`config.mk`:
```
export PLATFORM = sky130hd
export DESIGN_NAME = rst_sequencer
export DESIGN_NICKNAME = d
export VERILOG_FILES = /design/src/rtl/rst_pkg.sv /design/src/rtl/rst_debounce.sv /design/src/rtl/rst_sequencer.sv
export SDC_FILE = /design/constraint.sdc
export NUM_CORES = 1
export LEC_CHECK = 0
export ABC_AREA = 1
export BUFFER_PORTS_ARGS = -buffer_cell sky130_fd_sc_hd__buf_2
export CAP_MARGIN = 20
export CORE_MARGIN = 8
export CORE_UTILIZATION = 28
export DETAILED_ROUTE_END_ITERATION = 10
export GPL_ROUTABILITY_DRIVEN = 0
export PLACE_DENSITY = 0.42
export REMOVE_ABC_BUFFERS = 1
export SETUP_SLACK_MARGIN = 0.02
export SLEW_MARGIN = 15
export SYNTH_ARGS = -nofsm -noshare
export SYNTH_HDL_FRONTEND = slang
export SYNTH_SLANG_ARGS = --single-unit
```
`constraint.sdc`:
```
create_clock -name clk -period 1.5 [get_ports clk]
set_input_delay 0.3 -clock clk [delete_from_list [all_inputs] [get_ports clk]]
set_output_delay 0.3 -clock clk [all_outputs]
set_load 0.01 [all_outputs]
```
`src/rtl/rst_pkg.sv`:
```
// rst_pkg: reset-cause and sequencer state encodings shared by rst_sequencer and rst_debounce.
package rst_pkg;
  typedef enum logic [2:0] {
    CAUSE_POR = 3'd0,
    CAUSE_KEY = 3'd1,
    CAUSE_PLL = 3'd2,
    CAUSE_SW  = 3'd3,
    CAUSE_WDT = 3'd4
  } cause_t;
  typedef enum logic [2:0] {ASSERT, WAIT_LOCK, HOLD, RELEASE, RUN} state_t;
  function automatic int cw(input int n);
    return (n > 1) ? $clog2(n) : 1;
  endfunction
endpackage

```
`src/rtl/rst_debounce.sv`:
```
// rst_debounce: synchronises the raw KEY level and emits a one-cycle press on an accepted 1->0 change.
module rst_debounce #(
  parameter int DEBOUNCE_CYCLES = 50000
) (
  input  logic clk,
  input  logic reset,
  input  logic key_n_i,
  output logic key_press_o
);
  import rst_pkg::*;
  localparam int CW = cw(DEBOUNCE_CYCLES);
  localparam logic [CW-1:0] LAST = CW'(DEBOUNCE_CYCLES - 1);
  logic s1_q, s2_q, stable_q, stable_d, flip;
  logic [CW-1:0] cnt_q, cnt_d;
  always_comb begin
    flip = (s2_q != stable_q) && (cnt_q == LAST);
    cnt_d = (s2_q == stable_q || flip) ? '0 : cnt_q + 1'b1;
    stable_d = flip ? s2_q : stable_q;
    key_press_o = flip && stable_q;
  end
  always_ff @(posedge clk) begin
    if (reset) begin
      s1_q <= 1'b1;
      s2_q <= 1'b1;
      stable_q <= 1'b1;
      cnt_q <= '0;
    end else begin
      s1_q <= key_n_i;
      s2_q <= s1_q;
      stable_q <= stable_d;
      cnt_q <= cnt_d;
    end
  end
endmodule

```
`src/rtl/rst_sequencer.sv`:
```
// rst_sequencer: merges PLL/KEY/SW (and watchdog with RST_SEQ_WDT_EN) reset causes and releases
// NUM_STAGES active-low resets one by one after a hold period.
module rst_sequencer #(
  parameter int NUM_STAGES      = 4,
  parameter int HOLD_CYCLES     = 1024,
  parameter int STAGE_GAP       = 16,
  parameter int DEBOUNCE_CYCLES = 50000,
  parameter int WDT_CYCLES      = 2**24
) (
  input  logic                  clk,
  input  logic                  reset,
  input  logic                  pll_locked_i,
  input  logic                  key_n_i,
  input  logic                  sw_req_i,
  input  logic                  wdt_kick_i,
  output logic [NUM_STAGES-1:0] stage_resetn_o,
  output logic                  busy_o,
  output logic [2:0]            rst_cause_o
);
  import rst_pkg::*;
  localparam int KW = cw(NUM_STAGES);
  localparam int HW = cw(HOLD_CYCLES);
  localparam int GW = cw(STAGE_GAP);
  localparam logic [KW-1:0] K_LAST = KW'(NUM_STAGES - 1);
  localparam logic [HW-1:0] HOLD_LAST = HW'(HOLD_CYCLES - 1);
  localparam logic [GW-1:0] GAP_LAST = GW'(STAGE_GAP - 1);
  state_t state_q, state_d;
  cause_t cause_q, cause_d, cause_sel;
  logic [HW-1:0] hold_q, hold_d;
  logic [GW-1:0] gap_q, gap_d;
  logic [KW-1:0] k_q, k_d;
  logic [NUM_STAGES-1:0] stage_q, stage_d;
  logic busy_q, key_press, wdt_expire, trig;
  rst_debounce #(.DEBOUNCE_CYCLES(DEBOUNCE_CYCLES)) u_deb (
    .clk(clk), .reset(reset), .key_n_i(key_n_i), .key_press_o(key_press)
  );
`ifdef RST_SEQ_WDT_EN
  localparam int WW = cw(WDT_CYCLES);
  localparam logic [WW-1:0] WDT_LAST = WW'(WDT_CYCLES - 1);
  logic [WW-1:0] wdt_q;
  always_ff @(posedge clk) begin
    if (reset || state_q != RUN || wdt_kick_i) wdt_q <= '0;
    else wdt_q <= wdt_q + 1'b1;
  end
  assign wdt_expire = (state_q == RUN) && (wdt_q == WDT_LAST);
`else
  localparam int unused_wdt_cycles = WDT_CYCLES;
  logic unused_kick;
  assign unused_kick = wdt_kick_i;
  assign wdt_expire = 1'b0;
`endif
  always_comb begin
    trig = !pll_locked_i || key_press || wdt_expire || sw_req_i;
    cause_sel = !pll_locked_i ? CAUSE_PLL : key_press ? CAUSE_KEY : wdt_expire ? CAUSE_WDT : CAUSE_SW;
    cause_d = trig ? cause_sel : cause_q;
    state_d = state_q;
    hold_d = '0;
    gap_d = '0;
    k_d = k_q;
    case (state_q)
      ASSERT: state_d = WAIT_LOCK;
      WAIT_LOCK: state_d = pll_locked_i ? HOLD : WAIT_LOCK;
      HOLD: begin
        hold_d = (hold_q == HOLD_LAST) ? '0 : hold_q + 1'b1;
        k_d = '0;
        if (hold_q == HOLD_LAST) state_d = (NUM_STAGES == 1) ? RUN : RELEASE;
      end
      RELEASE: begin
        gap_d = (gap_q == GAP_LAST) ? '0 : gap_q + 1'b1;
        k_d = (gap_q == GAP_LAST) ? k_q + 1'b1 : k_q;
        state_d = (k_d == K_LAST) ? RUN : RELEASE;
      end
      default: state_d = state_q;
    endcase
    // Triggers in ASSERT/WAIT_LOCK only refresh the cause; the sequence is already restarting.
    if (trig && state_q inside {HOLD, RELEASE, RUN}) state_d = ASSERT;
    stage_d = '0;
    for (int i = 0; i < NUM_STAGES; i++)
      stage_d[i] = (state_d == RUN) || (state_d == RELEASE && i <= int'(k_d));
  end
  always_ff @(posedge clk) begin
    if (reset) begin
      state_q <= ASSERT;
      cause_q <= CAUSE_POR;
      hold_q <= '0;
      gap_q <= '0;
      k_q <= '0;
      stage_q <= '0;
      busy_q <= 1'b1;
    end else begin
      state_q <= state_d;
      cause_q <= cause_d;
      hold_q <= hold_d;
      gap_q <= gap_d;
      k_q <= k_d;
      stage_q <= stage_d;
      busy_q <= ~&stage_d;
    end
  end
  assign stage_resetn_o = stage_q;
  assign busy_o = busy_q;
  assign rst_cause_o = cause_q;
endmodule

```
# Word level (Yosys, flattened, before mapping)
# Cells that the tools add are included.
totals:
  rom_bits: 0
  ramBits: 0
  regBits: 46
  memories: 0
  inputBits: 6
  output_inout_bits: 8
  latchBits: 0
op_classes:
  shift: 0
  order_cmp: 3
  reduce_logical: 21
  mul: 0
  bitwise_logic: 2
  div: 0
  n_mux: 9
  addsub: 4
  n_eq_ne: 12
op_table:
  columns: ["cell", "count"]
  rows:
  - ["$add A16 B1 Y16 const B", 1]
  - ["$eq A16 B16 Y1 const B", 1]
  - ["$pmux W3 S4", 1]
  - ["$add A10 B1 Y10 const B", 1]
  - ["$eq A10 B10 Y1 const B", 1]
  - ["$eq A3 B2 Y1 const B", 3]
  - ["$mux W3", 3]
  - ["$mux W2", 4]
  - ["$logic_or A1 B1 Y1", 7]
  - ["$eq A3 B3 Y1 const B", 2]
  - ["$logic_and A1 B1 Y1", 6]
  - ["$reduce_or A3 Y1", 2]
  - ["$add A4 B1 Y4 const B", 1]
  - ["$eq A4 B4 Y1 const B", 1]
  - ["$le A2 B2 Y1 const A", 2]
  - ["$pmux W2 S2", 1]
  - ["$reduce_and A4 Y1", 1]
  - ["$eq A3 B1 Y1 const B", 1]
  - ["$logic_not A3 Y1", 1]
  - ["$reduce_bool A3 Y1", 1]
  - ["$add A2 B1 Y2 const B", 1]
  - ["$eq A2 B2 Y1 const B", 1]
  - ["$le A1 B2 Y1 const A", 1]
  - ["$logic_not A1 Y1", 2]
  - ["other kinds (4)", 5]

# Longest topological paths before layout
# Gate-level depths: netlist (run 1).
logic_depth:
  ltp_word: 12
  depth_mapped: 10
  depth_no_buf: 10

# Modules after synthesis
# Synthesis (run 1) repeated with hierarchy kept, for this count alone.
hier_totals:
  cells_unflattened: 290
  hier_area_um2: 2137.0
by_module_without_submodules:
  columns: ["module", "cells_each", "seq_area_each_um2", "n_inst", "area_per_inst_um2"]
  rows:
  - ["rst_sequencer", 150, 520.5, 1, 1178.6]
  - ["rst_debounce", 140, 380.4, 1, 958.4]

# Worst setup path before layout (run 1)
# OpenSTA, ideal clock, no wires.
synth_path:
  path_type: "register to register"
  from: "reg gap_q[0]"
  to: "reg busy_q, in the netlist busy_o"
  arrival_time_ns: 1.326
  path_stages_with_launch: 11
  setup_slack_ns: 0.062
  period_less_slack_ns: 1.438
  setup_ns: 0.112
  required_time_ns: 1.388
  path_cell_list: "dfxtp_1 -> ha_1 -> nand3_2 -> nand2_1 -> nand3_1 -> nand2_2 -> nand2_1 -> nor2_2 -> nand4_2 -> nor2_2 -> inv_1"
synth_between:
  elab_chain_len: 11
synth_lines:
  columns: ["element", "line_no", "rtl"]
  rows:
  - ["start: declaration", "rst_sequencer.sv:30", "logic [GW-1:0] gap_q, gap_d;"]
  - ["start signal: assignment", "rst_sequencer.sv:94", "gap_q <= gap_d;"]
  - ["$eq A4 B4 Y1 (*)", "rst_sequencer.sv:70", "k_d = (gap_q == GAP_LAST) ? k_q + 1'b1 : k_q;"]
  - ["$mux W2 (*)", "rst_sequencer.sv:70", null]
  - ["$eq A2 B2 Y1", "rst_sequencer.sv:71", "state_d = (k_d == K_LAST) ? RUN : RELEASE;"]
  - ["$mux W3", "rst_sequencer.sv:71", null]
  - ["$pmux W3 S4", "rst_sequencer.sv:60", "case (state_q)"]
  - ["$mux W3", "rst_sequencer.sv:76", "if (trig && state_q inside {HOLD, RELEASE, RUN}) state_d = ASSERT;"]
  - ["$eq A3 B2 Y1", "rst_sequencer.sv:79", "stage_d[i] = (state_d == RUN) || (state_d == RELEASE && i <= int'(k_d));"]
  - ["$logic_and A1 B1 Y1", "rst_sequencer.sv:79", null]
  - ["$logic_or A1 B1 Y1", "rst_sequencer.sv:79", null]
  - ["$reduce_and A4 Y1 (*)", "rst_sequencer.sv:97", "busy_q <= ~&stage_d;"]
  - ["$logic_not A1 Y1 (*)", "rst_sequencer.sv:97", null]
  - ["end signal: assignment", "rst_sequencer.sv:97", null]
  - ["end: declaration", "rst_sequencer.sv:33", "logic busy_q, key_press, wdt_expire, trig;"]
# Every way passes the cells marked *; elsewhere a longest branch is shown, timed or not.
# A chain may end at the register's enable or synchronous reset.

# Worst setup path in the final report (run 1)
# Same ends and word-level chain as after synthesis.

==> results of run 1 <==
## logic make-up (layout without fill, tap and decap cells)
group,after synthesis,count (layout),share of synthesized area (%)
flops,45,45,44.4
other cells,1,1,0.185
simple gates,150,150,35.5
buf+inv,41,86,7.96
compound gates,25,25,7.03
fa+ha+maj,3,3,1.85
xor+xnor,7,7,3.02
## worst max-delay path, stage by stage, from the launching register on
cell,delay (ns)
dfxtp_4,0.36
ha_4,0.18
nand4_1,0.17
nand3_4,0.11
nand2_4,0.09
nand2_2,0.06
nor2_4,0.09
nand4_4,0.14
nor2_4,0.11
inv_1,0.04
## sequential cells by signal, summed over array words and instances (netlist names)
register and flops:
u_deb.stable_q 1, hold_q 10, busy_o 1, gap_q 4
u_deb.cnt_q 16, state_q 3, rst_cause_o 2, u_deb.s2_q 1
k_q 2, stage_resetn_o 4, u_deb.s1_q 1
## path summary, 6_finish.rpt
kind,from,endpoint,slack (ns),cells after the start
max,gap_q[0],busy_o,0.05,9
min,key_n_i,u_deb.s1_q,0.19,2
max reg2reg,gap_q[0],busy_o,0.05,9
min reg2reg,u_deb.s1_q,u_deb.s2_q,0.41,1
## power groups by stage
stage / logic [uW] / registers (uW) / clock network (uW)
floorplan: 104 / 1260 / 0
global placement: 184 / 1260 / 0
detailed placement: 184 / 1260 / 0
CTS: 205 / 1230 / 811
global route: 264 / 1230 / 840
finish: 240 / 1230 / 761
## metal layers
| metal | up-vias | GRT usage (%) |
|---|---|---|
| li1 | 958 | - |
| met1 | 824 | 11.1 |
| met2 | 18 | 15.4 |
| met3 | 5 | 2.69 |
| met4 | 0 | 3.09 |
| met5 | - | 0 |
## layout make-up
class | count | area [sq um] | area share, %
Timing Repair Buffer | 41 | 297 | 10.7
Multi-Input combinational cell | 186 | 1220 | 43.8
Clock buffer | 7 | 86.3 | 3.11
Inverter | 38 | 143 | 5.14
Tap cell | 99 | 124 | 4.46
Sequential cell | 45 | 912 | 32.8
## layout by cell type, fill, tap and decap left out, types with 2 or more instances in the layout
| cell type | n |
|---|---|
| dfxtp_1 | 38 |
| nand2_1 | 37 |
| nor2_1 | 36 |
| inv_1 | 33 |
| buf_4 | 28 |
| buf_2 | 11 |
| a21oi_1 | 10 |
| nand4_1 | 9 |
| nand3_1 | 9 |
| nor2_4 | 8 |
| nand2_2 | 8 |
| nor3_1 | 7 |
| nand3_2 | 6 |
| xor2_1 | 6 |
| nor3b_1 | 6 |
| clkbuf_8 | 6 |
| dfxtp_2 | 6 |
| inv_2 | 5 |
| nand2_4 | 5 |
| o21ai_0 | 4 |
| nand3_4 | 4 |
| a21oi_2 | 4 |
| nor2_2 | 3 |
| nor3_2 | 3 |
| ha_4 | 3 |
| a211oi_1 | 2 |
| or2_2 | 2 |
| o21a_1 | 2 |
## metrics by stage
stage	setup slack [ns]	total power, uW	util (%)	area, sq um	setup TNS, ns
finish	0.0529	2230	38.9	2780	0
CTS	0.0239	2250	35.9	2560	0
detailed placement	-0.0926	1440	33.7	2400	-0.396
global placement	-0.0544	1440	33.7	2400	-0.219
floorplan	0.0318	1360	-	2010	0
global route	-0.0519	2340	38.9	2780	-0.154
## repair_timing
action                     4_1_cts  5_1_grt
hold endpoints to repair         0        0
pin swaps                       10       18
buffers inserted                 0        3
setup endpoints to repair       14       17
resized for setup               21       45
==> impl_metrics.yaml, run 1 <==
outcome:
  outcome: "completed"
global_routing:
  overflow: 0
  first_global_vias: 1701
  antenna_found_initial: 0
  grt_max_degree: 17
  grt_pass1_wl_um: 7570
  grt.total_usage_pct: 9.27
clocking:
  h-tree-depth: 2
  cts-root-buf: "clkbuf_8"
  clk_latency_ns: 0.29
  cts_inserted_buffers: 5
  clockBufferDepth: 2
  cts_tree: "built"
  clk_pin_slew_ns: 0.08
  clock_sinks: 45
  holdBufCountCts: 0
flow_run:
  max_cap_viol_count: 0
cells_and_area:
  final_nets: 326
  diodes: 0
  drive_above_1_share_pct: 34.4
  areaGrowthSynthToFinish_pct: 37.0
  final_cells: 416
  fillers: 784
timing:
  finalCritPeriodShare_pct: 96.5
  hold_viol_final: 0
  fmax_mhz: 691
  setup_viol: 0
  skew_ns: 0.00445
  finalMaxSlewViolations: 0
  hold_ws_ns: 0.194
  post-route-min-period_ns: 1.45
  grt_setup_unrepaired: "yes"
power_and_ir_drop:
  irDropWorstVdd_v: 0.000327
  p_comb_share_pct: 10.7
  pwr-share-seq_pct: 55.2
  leakage_uw: 0.00108
  switching_share_pct: 24.7
  powerDensity_mw_per_mm2: 803
  p_sw_uw: 552
  power.internal_uw: 1680
  pwr-share-clk_pct: 34.1
yosys:
  synth_common_cells: "nand2_1, dfxtp_1, nor2_1, inv_1, nand3_1"
  synth_area_sq_mm: 0.00203
  ys_ff_latch: 45
  synth_seq_area_share_pct: 44.4
  yosysWarningCount: 0
  synth_cell_types: 33
  synth_top_cell_by_area: "dfxtp_1"
  synthArstFlopShare_pct: 0
  yosysMostFrequentCell: "nand2_1"
  synth_edf_count: 0
  synthCells: 272
  ys.flop_type: "dfxtp_1"
  avgSynthCellArea_sq_um: 7.46
  synthTopCellsByArea: "dfxtp_1, nand2_1, nor2_1"
  yosysTopAreaCellShare_pct: 44.4
detailed_routing:
  drt_first_iter_violations: 42
  wl_um: 4530
  wl_met2_um: 2140
  ant_nets: 0
  drc: 0
  routed.top_layer: "met4"
  num_vias: 1805
  wire_per_inst_um: 10.9
  wl_met1_um: 2160
  met3_length_um: 173
  first_pass_iters: 4
  routed_via_density: 4.34
floorplanning:
  start_util_pct: 28.4
  row_count: 31
  die_height_um: 101
  core_area_sq_mm: 0.00714
  die_area_sq_mm: 0.0102
  pin_count: 14
  die_x_um: 101
placement:
  io_buffer_count: 11
  dp.cells: 406
  dpl.hpwl_um: 3310
setup_path:
  cp-end-kind: "flip-flop"
  cp-start-kind: "flip-flop"
  required_ns: 1.70
  cp_max_fo: 4
  criticalPathCategory: "reg2reg"
  timing.critical_path.arrival_ns: 1.64
min_path:
  hold_path.class: "in2reg"
No activity file was read; power rests on OpenSTA's default activity.
==> run 2, diff against run 1 <==
--- a/config.mk
+++ b/config.mk
@@ -12,6 +12,7 @@
 export CORE_UTILIZATION = 28
 export DETAILED_ROUTE_END_ITERATION = 10
 export GPL_ROUTABILITY_DRIVEN = 0
+export GPL_TIMING_DRIVEN = 0
 export PLACE_DENSITY = 0.42
 export REMOVE_ABC_BUFFERS = 1
 export SETUP_SLACK_MARGIN = 0.02
==> constraint.sdc (replaced) <==
create_clock -name clk -period 1.2 [get_ports clk]
set_input_delay 0.24 -clock clk [delete_from_list [all_inputs] [get_ports clk]]
set_output_delay 0.24 -clock clk [all_outputs]
set_load 0.01 [all_outputs]
==> run 2 against run 1 <==
The run now ends with negative setup slack left. Maximum frequency decreased by 0.80%. Cell area increased by 12%. Sequential power increased by 26%. Clock skew increased by 0.0047 ns. Cell count increased by 1.2%. Count of clock-buffer cells in the layout decreased by 1. Highest routed layer unchanged. Largest power group unchanged.
==> impl_metrics.yaml, run 2 (synthesis results as in run 1) <==
power_and_ir_drop:
  p_comb_share_pct: 11.8
  p_sw_uw: 749
  irDropWorstVdd_v: 0.000424
  pwr-share-clk_pct: 33.0
  powerDensity_mw_per_mm2: 904
  power.internal_uw: 2050
  leakage_uw: 0.00114
  p_total_uw: 2800
  pwr-share-seq_pct: 55.2
  switching_share_pct: 26.7
floorplanning:
  start_util_pct: 28.4
  row_count: 31
  die_height_um: 101
  core_area_sq_mm: 0.00714
  die_area_sq_mm: 0.0102
  die_x_um: 101
  pin_count: 14
cells_and_area:
  areaGrowthSynthToFinish_pct: 52.8
  final_common_cell: "nand2_1"
  reg_top3: "u_deb.cnt_q: 16 flops, hold_q: 10 flops"
  final_nets: 330
  fin_util_pct: 43.4
  diodes: 0
  regArea_sq_um: 927
  mostFrequentLayoutCells: "nand2_1, dfxtp_1, inv_1"
  multiInputGateArea_sq_mm: 0.00145
  drive_above_1_share_pct: 48.8
  regMostFlops: "u_deb.cnt_q"
  largest_register_ffs: 16
  fillers: 753
setup_path:
  required_ns: 1.39
  cp_max_fo: 4
  cp-end-kind: "flip-flop"
  slowest_stage: "dfxtp_2"
  max_stage_delay_ns: 0.34
  criticalPathCategory: "reg2reg"
  cp-start-kind: "flip-flop"
  timing.critical_path.arrival_ns: 1.65
  reg2reg_slack_ns: -0.26
  crit_chain: "ha_4, nand4_1, nand3_4, nand2_4, nand2_4, nor2_4, nand4_4, nor2_4, inv_1"
timing:
  skew_ns: 0.00917
  hold_viol_final: 0
  finalCritPeriodShare_pct: 122
  finalWorstSetupSlack_ns: -0.259
  finalMaxSlewViolations: 0
  fmax_mhz: 686
  post-route-min-period_ns: 1.46
  setup_viol: 33
  grt_setup_unrepaired: "yes"
outcome:
  outcome: "finished, violations left"
  failed_checks: "negative setup slack"
min_path:
  hold_path.class: "in2reg"
detailed_routing:
  wl_um: 4830
  first_pass_iters: 4
  ant_nets: 0
  drt_first_iter_violations: 35
  wire_per_inst_um: 11.5
  drc: 0
  routed_via_density: 4.48
  num_vias: 1886
clocking:
  clock_sinks: 45
  clk_pin_slew_ns: 0.09
  cts_tree: "built"
  clk_latency_ns: 0.30
  h-tree-depth: 2
  cts_inserted_buffers: 5
  holdBufCountCts: 0
  cts-root-buf: "clkbuf_8"
  clockBufferDepth: 2
global_routing:
  grt.total_usage_pct: 9.81
  overflow: 0
  grt_max_degree: 16
  antenna_found_initial: 0
  grt_pass1_wl_um: 8140
  first_global_vias: 1793
placement:
  dpl.hpwl_um: 2950
  dp_slack_ns: -0.700
  io_buffer_count: 11
flow_run:
  max_cap_viol_count: 0
==> run 2: cell types whose count changed in the layout (fill, tap and decap cells not counted), moves of 8 or more <==
cell,delta
buf_4,-12
nor2_1,-11
nand3_4,+8
dfxtp_1,-8
buf_6,+16
==> run 2: power groups by stage <==
stage | registers (uW) | logic, uW | clock network, uW
after floorplan | 1570 | 130 | 0
after global placement | 1570 | 192 | 0
after detailed placement | 1570 | 188 | 0
after CTS | 1540 | 252 | 978
after global routing | 1550 | 363 | 1050
final | 1550 | 331 | 924
==> run 2: what timing repair did <==
action                                  CTS  global route
gates resized for setup                  69            81
setup buffers                            17            16
gates cloned                              1             0
endpoints found under the setup margin   38            43
hold endpoints to repair                  0             0
pin swaps                                21            37
==> run 2: stage by stage <==
step           instances  instance area, sq um  TNS, ns  hold WS (ns)
3_5_place_dp         379                  2190   -16.90         0.397
2_1_floorplan        269                  2010    -5.38         0.309
4_1_cts              405                  2690    -5.54         0.113
3_3_place_gp         379                  2190   -17.20         0.390
5_1_grt              421                  3100    -7.52         0.108
6_report             421                  3100    -4.16         0.122
==> run 2: critical path, delay by kind of cell (launching register included) <==
kind | cells | cell delay (ns)
adder cells (fa/ha/maj) | 1 | 0.17
buffers and inverters | 1 | 0.04
flip-flops | 1 | 0.34
AND/OR/NAND/NOR | 7 | 0.80
==> run 2: routing by layer <==
metal | global-route usage, % | vias up | part of all wire [%]
met4 | 2.98 | 0 | 0.87
met2 | 16.4 | 21 | 51
met5 | 0 | - | 0
met3 | 2.62 | 4 | 3.4
met1 | 11.9 | 885 | 44
li1 | - | 976 | -
==> run 2: layout make-up <==
class	count	share of cell area (%)
Inverter	38	4.84
Clock inverter	2	0.323
Clock buffer	6	2.34
Timing Repair Buffer	44	11.8
Sequential cell	45	29.9
Multi-Input combinational cell	187	46.8
Tap cell	99	4.00
==> run 2: path summary, 6_finish.rpt <==
path	startpoint	depth (start not counted)	endpoint
setup / recovery	gap_q[0]	9	busy_o
hold / removal	key_n_i	2	u_deb.s1_q
setup reg to reg	gap_q[0]	9	busy_o
hold reg to reg	u_deb.s1_q	1	u_deb.s2_q
